**src/rtl/eth_tx_arbiter.sv**
```systemverilog
// Round-robin arbiter that shares one RMII transmit engine between several frame sources.
// Captures the winning frame, launches it on eth_tx and enforces the inter-frame gap.
module eth_tx_arbiter #(
  parameter int NUM_REQ       = 2,
  parameter int PKT_W         = 480,
  parameter int IFG_CYCLES    = 48,
  parameter int START_TIMEOUT = 64
) (
  input  logic                     eth_clk,
  input  logic                     rst_in,
  input  logic [NUM_REQ-1:0]       req,
  input  logic [NUM_REQ*PKT_W-1:0] pkt_in,
  output logic [NUM_REQ-1:0]       grant,
  output logic [NUM_REQ-1:0]       done,
  output logic                     tx_err,
  input  logic                     tx_busy,
  output logic                     transmit,
  output logic [PKT_W-1:0]         eth_packet,
  output logic                     busy
);

  localparam int IW   = $clog2(NUM_REQ);
  localparam int IW1  = IW + 1;
  localparam int CMAX = (START_TIMEOUT > IFG_CYCLES) ? START_TIMEOUT : IFG_CYCLES;
  localparam int CW   = $clog2(CMAX + 1);

  typedef enum logic [1:0] {
    S_IDLE,
    S_LAUNCH,
    S_SEND,
    S_GAP
  } state_t;

  state_t          r_state;
  logic [IW-1:0]   r_rrPtr;
  logic [IW-1:0]   r_winner;
  logic [CW-1:0]   r_cnt;

  logic            w_found;
  logic [IW-1:0]   w_winner;
  logic [IW-1:0]   w_nextPtr;
  logic [IW:0]     w_sum;

  // Scan requesters starting at the round-robin pointer, wrapping modulo NUM_REQ.
  always_comb begin
    w_found  = 1'b0;
    w_winner = '0;
    w_sum    = '0;
    for (int k = 0; k < NUM_REQ; k++) begin
      w_sum = {1'b0, r_rrPtr} + IW1'(k);
      if (w_sum >= IW1'(NUM_REQ)) begin
        w_sum = w_sum - IW1'(NUM_REQ);
      end
      if (!w_found && req[w_sum[IW-1:0]]) begin
        w_found  = 1'b1;
        w_winner = w_sum[IW-1:0];
      end
    end
  end

  assign w_nextPtr = (w_winner == IW'(NUM_REQ - 1)) ? '0 : w_winner + IW'(1);
  assign busy      = (r_state != S_IDLE);

  always_ff @(posedge eth_clk or posedge rst_in) begin
    if (rst_in) begin
      r_state    <= S_IDLE;
      r_rrPtr    <= '0;
      r_winner   <= '0;
      r_cnt      <= '0;
      grant      <= '0;
      done       <= '0;
      tx_err     <= 1'b0;
      transmit   <= 1'b0;
      eth_packet <= '0;
    end else begin
      grant  <= '0;
      done   <= '0;
      tx_err <= 1'b0;
      case (r_state)
        S_IDLE: begin
          // A busy engine here means foreign traffic; hold off until it clears.
          if (w_found && !tx_busy) begin
            eth_packet <= pkt_in[int'(w_winner)*PKT_W +: PKT_W];
            grant      <= NUM_REQ'(1) << w_winner;
            r_winner   <= w_winner;
            r_rrPtr    <= w_nextPtr;
            transmit   <= 1'b1;
            r_cnt      <= '0;
            r_state    <= S_LAUNCH;
          end
        end
        S_LAUNCH: begin
          if (tx_busy) begin
            transmit <= 1'b0;
            r_state  <= S_SEND;
          end else if (r_cnt == CW'(START_TIMEOUT - 1)) begin
            transmit <= 1'b0;
            done     <= NUM_REQ'(1) << r_winner;
            tx_err   <= 1'b1;
            r_cnt    <= '0;
            r_state  <= S_GAP;
          end else begin
            r_cnt <= r_cnt + CW'(1);
          end
        end
        S_SEND: begin
          if (!tx_busy) begin
            done    <= NUM_REQ'(1) << r_winner;
            r_cnt   <= '0;
            r_state <= S_GAP;
          end
        end
        S_GAP: begin
          if (r_cnt == CW'(IFG_CYCLES - 1)) begin
            r_cnt   <= '0;
            r_state <= S_IDLE;
          end else begin
            r_cnt <= r_cnt + CW'(1);
          end
        end
        default: r_state <= S_IDLE;
      endcase
    end
  end

endmodule

```
**config.mk**
```make
export PLATFORM = sky130hd
export DESIGN_NAME = eth_tx_arbiter
export DESIGN_NICKNAME = d
export VERILOG_FILES = /design/src/rtl/eth_tx_arbiter.sv
export SDC_FILE = /design/constraint.sdc
export NUM_CORES = 1
export LEC_CHECK = 0
export ABC_AREA = 0
export CAP_MARGIN = 20
export CORE_AREA = 3 3 573 575
export CTS_CLUSTER_DIAMETER = 120
export DETAILED_ROUTE_END_ITERATION = 10
export DIE_AREA = 0 0 576 578
export GPL_TIMING_DRIVEN = 0
export PLACE_DENSITY_LB_ADDON = 0.2
export SYNTH_ARGS = -nofsm -noshare
export SYNTH_HDL_FRONTEND = slang
export SYNTH_SLANG_ARGS = --single-unit
```
**constraint.sdc**
```tcl
create_clock -name eth_clk -period 33.6 [get_ports eth_clk]
set_input_delay 6.72 -clock eth_clk [delete_from_list [all_inputs] [get_ports eth_clk]]
set_output_delay 6.72 -clock eth_clk [all_outputs]
set_load 0.005 [all_outputs]
```
; ---- Word-level counts from Yosys, hierarchy flattened
; Cells that the tools add are included.
[classes]
addsub = 5
multipliers = 1
order_cmp = 4
eq_ne = 10
shifts = 3
n_mux = 36
n_reduce_logical = 11
[ops]
columns = operator, n
row1 = indexed part select 960 x 11 -> 480 bit, 1
row2 = two-way mux 7 bit, 5
row3 = one-hot mux 7 bit (4 select lines), 1
row4 = two-way mux 2 bit, 10
row5 = two-way mux 1 bit, 17
row6 = "== test 7 x 6 -> 1 bit, second input constant", 2
row7 = "!= test 2 bit, second input constant", 4
row8 = one-hot mux 2 bit (4 select lines), 1
row9 = "adder 7 x 1 -> 7 bit, second input constant", 1
row10 = AND reduction 3 bit, 2
row11 = "multiplier 1 x 4 -> 5 bit, second input constant", 1
row12 = "== test 2 bit, second input constant", 2
row13 = "less-than comparator 1 x 2 -> 1 bit, second input constant", 2
row14 = one-hot mux 2 bit (2 select lines), 1
row15 = AND reduction 4 bit, 1
row16 = nonzero test 2 bit, 2
row17 = "<< shifter 1 x 1 -> 2 bit, first input constant", 2
row18 = "!= test 3 bit, second input constant", 1
row19 = "adder 1 x 1 -> 2 bit, second input constant", 1
row20 = "== test 2 x 1 -> 1 bit, second input constant", 1
row21 = ">= comparator 1 x 2 -> 1 bit, second input constant", 1
row22 = ">= comparator 2 bit, second input constant", 1
row23 = logical AND 1 bit, 2
row24 = zero test 1 bit, 2
row25 = other kinds (5), 6
[totals]
register_bits = 497
in_bits = 965

; ---- Logic depth before layout (Yosys ltp)
[logic_depth]
word_depth = 11
mapped_depth = 10
ltp_nobuf = 6

; ---- Least setup slack after synthesis
; Ideal clock, no wire load.
[synth_path]
kind = in2reg
startpoint = in tx_busy
endpoint = reg eth_packet[0]
setup_time_ps = 127
arrival_time_ps = 7672
t_required_ps = 33473
slack_ps = 25801
stages = 6
n_path_buf = 2
path_cell_list = nor2b_4 o21ai_2 clkbuf_1 clkbuf_1 a222oi_1 inv_1
[synth_via]
elab_chain_len = 3
[synth_lines]
columns = element, line
row1 = from (decl), 16  ; input logic tx_busy,
row2 = zero test 1 bit, n/a
row3 = logical AND 1 bit, 82  ; if (w_found && !tx_busy) begin
row4 = AND reduction 2 bit (no line), n/a
row5 = to (signal assigned), 83  ; eth_packet <= pkt_in[int'(w_winner)*PKT_W +: PKT_W];
row6 = to (decl), 18  ; output logic [PKT_W-1:0] eth_packet,
; No other way between the ends.
; A chain may end at the register's enable or synchronous reset.

; ---- Worst setup path after layout
[layout_path]
startpoint = reg r_state[0]
endpoint = out busy
[layout_via]
elab_chain_len = 1
[layout_lines]
columns = element, line
row1 = from (decl), 34  ; state_t r_state;
row2 = from (signal assigned), 66  ; r_state <= S_IDLE;
row3 = from (signal assigned), 89  ; r_state <= S_LAUNCH;
row4 = from (signal assigned), 95  ; r_state <= S_SEND;
row5 = nonzero test 2 bit, 62  ; assign busy = (r_state != S_IDLE);
row6 = to (decl), 19  ; output logic busy
; No other way between the ends.

==> Flow_metrics.wiki <==
{| class="wikitable"
! Metric !! Value
|-
| Synth warn || 0
|-
| Gates resized, CTS repair || 0
|-
| Most numerous cell types in the synthesized netlist || dfrtp_1 (497), inv_1 (486), a222oi_1 (480), buf_6 (77), buf_2 (54)
|-
| Hold violation count in the final report || 0
|-
| Remaining antenna violation count after routing || 0
|-
| Path type of the worst setup path || reg -> out
|-
| MaxCap Viol Count || 0
|-
| Hold buffers post-CTS || 0
|-
| VDD IR-drop max || roughly 0.034 mV
|-
| Cell repeated most along the worst path || inv_1
|-
| Post-Place Cell Area || around 0.041 mm2
|-
| Detailed router's first-iteration violation count || between 3,000 and 4,000
|-
| Layout-stage area growth over the synthesis result || 109.5%
|-
| Clock-pin slew reported for the worst setup and hold paths after clock tree synthesis || 0.05 ns
|-
| Largest net degree at the start of global routing || 103
|-
| Net count after synthesis || 2,674
|-
| Placeable core region || roughly 0.32 mm2
|-
| Sum of negative setup slack || 0 ns
|-
| Flip-flop cell with the highest count after synthesis || dfrtp_1
|-
| Fraction of synthesized cell area taken by the top area cell type || 0.5976
|-
| RSZ-0062 raised after global routing || no
|-
| Post-route fraction of the period consumed by the critical path || 0.2714
|-
| Total global routing overflow || 0
|-
| DP HPWL || roughly 200 mm
|-
| Proportion of layout cells with a drive suffix above 1 || 0.07935
|-
| Yosys top cell by area || dfrtp_1
|-
| Leakage power || about 19 nW
|-
| Transition at the pin with the smallest max-transition slack || between 1 and 1.5 ns
|-
| Worst Path Arrival || 2.40 ns
|-
| Count of boundary I/O pins || 1,452
|-
| Routed length per instance || about 30 um
|-
| Master of the slowest instance on the critical path || clkdlybuf4s50_1
|-
| Number of iterations in the first detailed-routing pass || 11
|-
| CP Buf/Inv Count || 4
|-
| Antenna violations before repair || about 250
|-
| Fraction of registers with async set/reset || 1.000
|-
| #FFs+latches synth || a little under 500
|-
| Stage delay of the slowest cell on the critical path || between 0.7 and 0.8 ns
|-
| Final period demand of the worst path || around 9 ns
|-
| Number of setup violations in the final report || 0
|-
| Violated checks || DRC
|-
| Leading cell types by total area after synthesis || dfrtp_1 (60%), a222oi_1 (23%), inv_1 (8.8%), buf_6 (4.2%), buf_2 (1.3%)
|-
| Number of buffers created by CTS || 82
|-
| Floorplan row count || around 210
|-
| Final-stage net count || 4,214
|-
| Worst skew pair latency || approximately 0.74 ns
|-
| Max Fanout on Critical Path || 8
|-
| Cell area after synthesis || 0.02081 mm2
|-
| Class of the tightest hold or removal check || reg -> reg
|-
| Die X || 576 um
|-
| Number of unique standard cell types used by synthesis || 37
|-
| CP cell instances || inv_1, ha_1, buf_6, inv_1, clkdlybuf4s50_1
|-
| Clock tree sinks || between 400 and 500
|-
| Final Max Tran Viols || 0
|-
| Data required time of the critical path || about 27 ns
|-
| DIE AREA || around 0.33 mm2
|-
| Clock root buffer || clkbuf_16
|-
| Post-synthesis sequential area ratio || 0.5976
|-
| Most common cell in the netlist || dfrtp_1
|-
| Final routed wirelength across all metal layers || 230.1 mm
|-
| Worst slew slack as a fraction of its limit || 0.3120
|-
| Count of port buffers added during placement || approximately 1,500
|-
| Family with the most delay on the worst path || buffers and inverters
|-
| DRC Markers || 4
|-
| Synthesized netlist cell count || between 1,500 and 2,000
|-
| CTS tree || yes
|-
| Fmax || around 110 MHz
|-
| Number of enable-type register cells in the synthesized netlist || 0
|-
| Final design area excluding fillers || 0.04360 mm2
|-
| Layout Skew || 0.03521 ns
|-
| Worst-case hold slack || 0.4514 ns
|-
| Maximum count of clock buffers along a single path || 4
|-
| Vertical die dimension || between 500 and 600 um
|-
| Total global routing track utilization || 0.1313
|-
| Count of fill cells added during filler insertion || 36,749
|-
| Setup crit end kind || output port
|-
| Total Power Consumption || roughly 0.0034 W
|-
| Number of global-route vias before repair || 23,922
|-
| Cell count after placement || roughly 7,500
|-
| Global-route wire length before repair || 282.4 mm
|-
| Number of post-CTS setup repair buffers || 0
|-
| Number of H-tree levels || 3
|-
| Number of cells in the finished layout apart from fillers || 7,657
|-
| Power Dens Cells || about 77 mW/mm2
|-
| Effective utilization at floorplan || 0.06429
|-
| DR vias || 23,715
|-
| Startpoint types || register
|-
| Post-Synthesis Mean Instance Area || roughly 12 um2
|-
| Outcome || complete, but fails checks
|-
| Placer's final routability congestion estimate || between 0.8 and 0.9
|-
| Drt via density || between 3 and 4
|}
[layer usage]
layer / global-route usage / wire [um]
met1: 0.1518 / 88930
met2: 0.2157 / 105200
met3: 0.06915 / 29580
met4: 0.02484 / 5475
met5: 0 / 887
[path summary, 6_finish.rpt]
check	from	endpoint	slack, ns	depth (start not counted)
min in group asynchronous	rst_in	eth_packet[77]	6.38	2
worst min register to register	r_winner	done[0]	0.45	1
worst max register to register	r_state[0]	eth_packet[362]	30.56	9
worst min-delay path	r_winner	done[0]	0.45	1
worst max-delay path	r_state[0]	busy	24.48	5
max in group asynchronous	rst_in	eth_packet[353]	25.26	5
[logic make-up (layout without fill, tap and decap cells)]
family | after synthesis | count (layout) | synth area share
AO/OA/AOI/OAI | 512 | 512 | 0.2408
XOR/XNOR | 1 | 1 | 0.0004209
adder cells (fa/ha/maj) | 5 | 5 | 0.003006
buffers and inverters | 648 | 2246 | 0.1479
flip-flops | 497 | 497 | 0.5976
multiplexers | 1 | 1 | 0.0005410
other | 0 | 30 | 0
AND/OR/NAND/NOR | 40 | 40 | 0.009799
[stage by stage]
| stage | utilization | setup WS, ns |
|---|---|---|
| 2_1_floorplan | - | 13.01 |
| 3_3_place_gp | 0.1259 | 2.149 |
| 3_5_place_dp | 0.1263 | 23.85 |
| 4_1_cts | 0.1344 | 24.21 |
| 5_1_grt | 0.1345 | 24.24 |
| 6_report | 0.1347 | 24.48 |
[state kept, by name (all words and copies together), names as in the netlist, 2 cells and up]
name and flops:
eth_packet 480, r_state 2, grant 2, done 2, r_cnt 7
[placed cells by master, fill, tap and decap left out, types with 12 or more instances in the layout]
cell / count
a222oi_1: 480
buf_2: 54
buf_6: 77
clkbuf_1: 53
clkbuf_16: 84
clkbuf_8: 17
clkdlybuf4s50_1: 1451
dfrtp_1: 497
diode_2: 30
inv_1: 485
nand2_1: 12
[report_power, final]
| part | leakage (nW) | switching (W) | internal [W] |
|---|---|---|---|
| combinational | 11.1 | 0.000655 | 0.000819 |
| clock | 1.29 | 0.000343 | 0.000519 |
| sequential | 6.28 | 0.000173 | 0.000863 |
| total | 18.6 | 0.00117 | 0.00220 |
[final cells by class]
class	instances	area, um2	area share
Clock buffer	124	2422	0.05556
Tap cell	4325	5411	0.1241
Inverter	486	1832	0.04202
Multi-Input combinational cell	559	5298	0.1215
Clock inverter	18	205.2	0.004707
Sequential cell	497	12440	0.2853
Timing Repair Buffer	1456	14660	0.3363
Antenna cell	30	75.07	0.001722
Buffer	162	1255	0.02879
No activity file was read; power rests on OpenSTA's default activity.
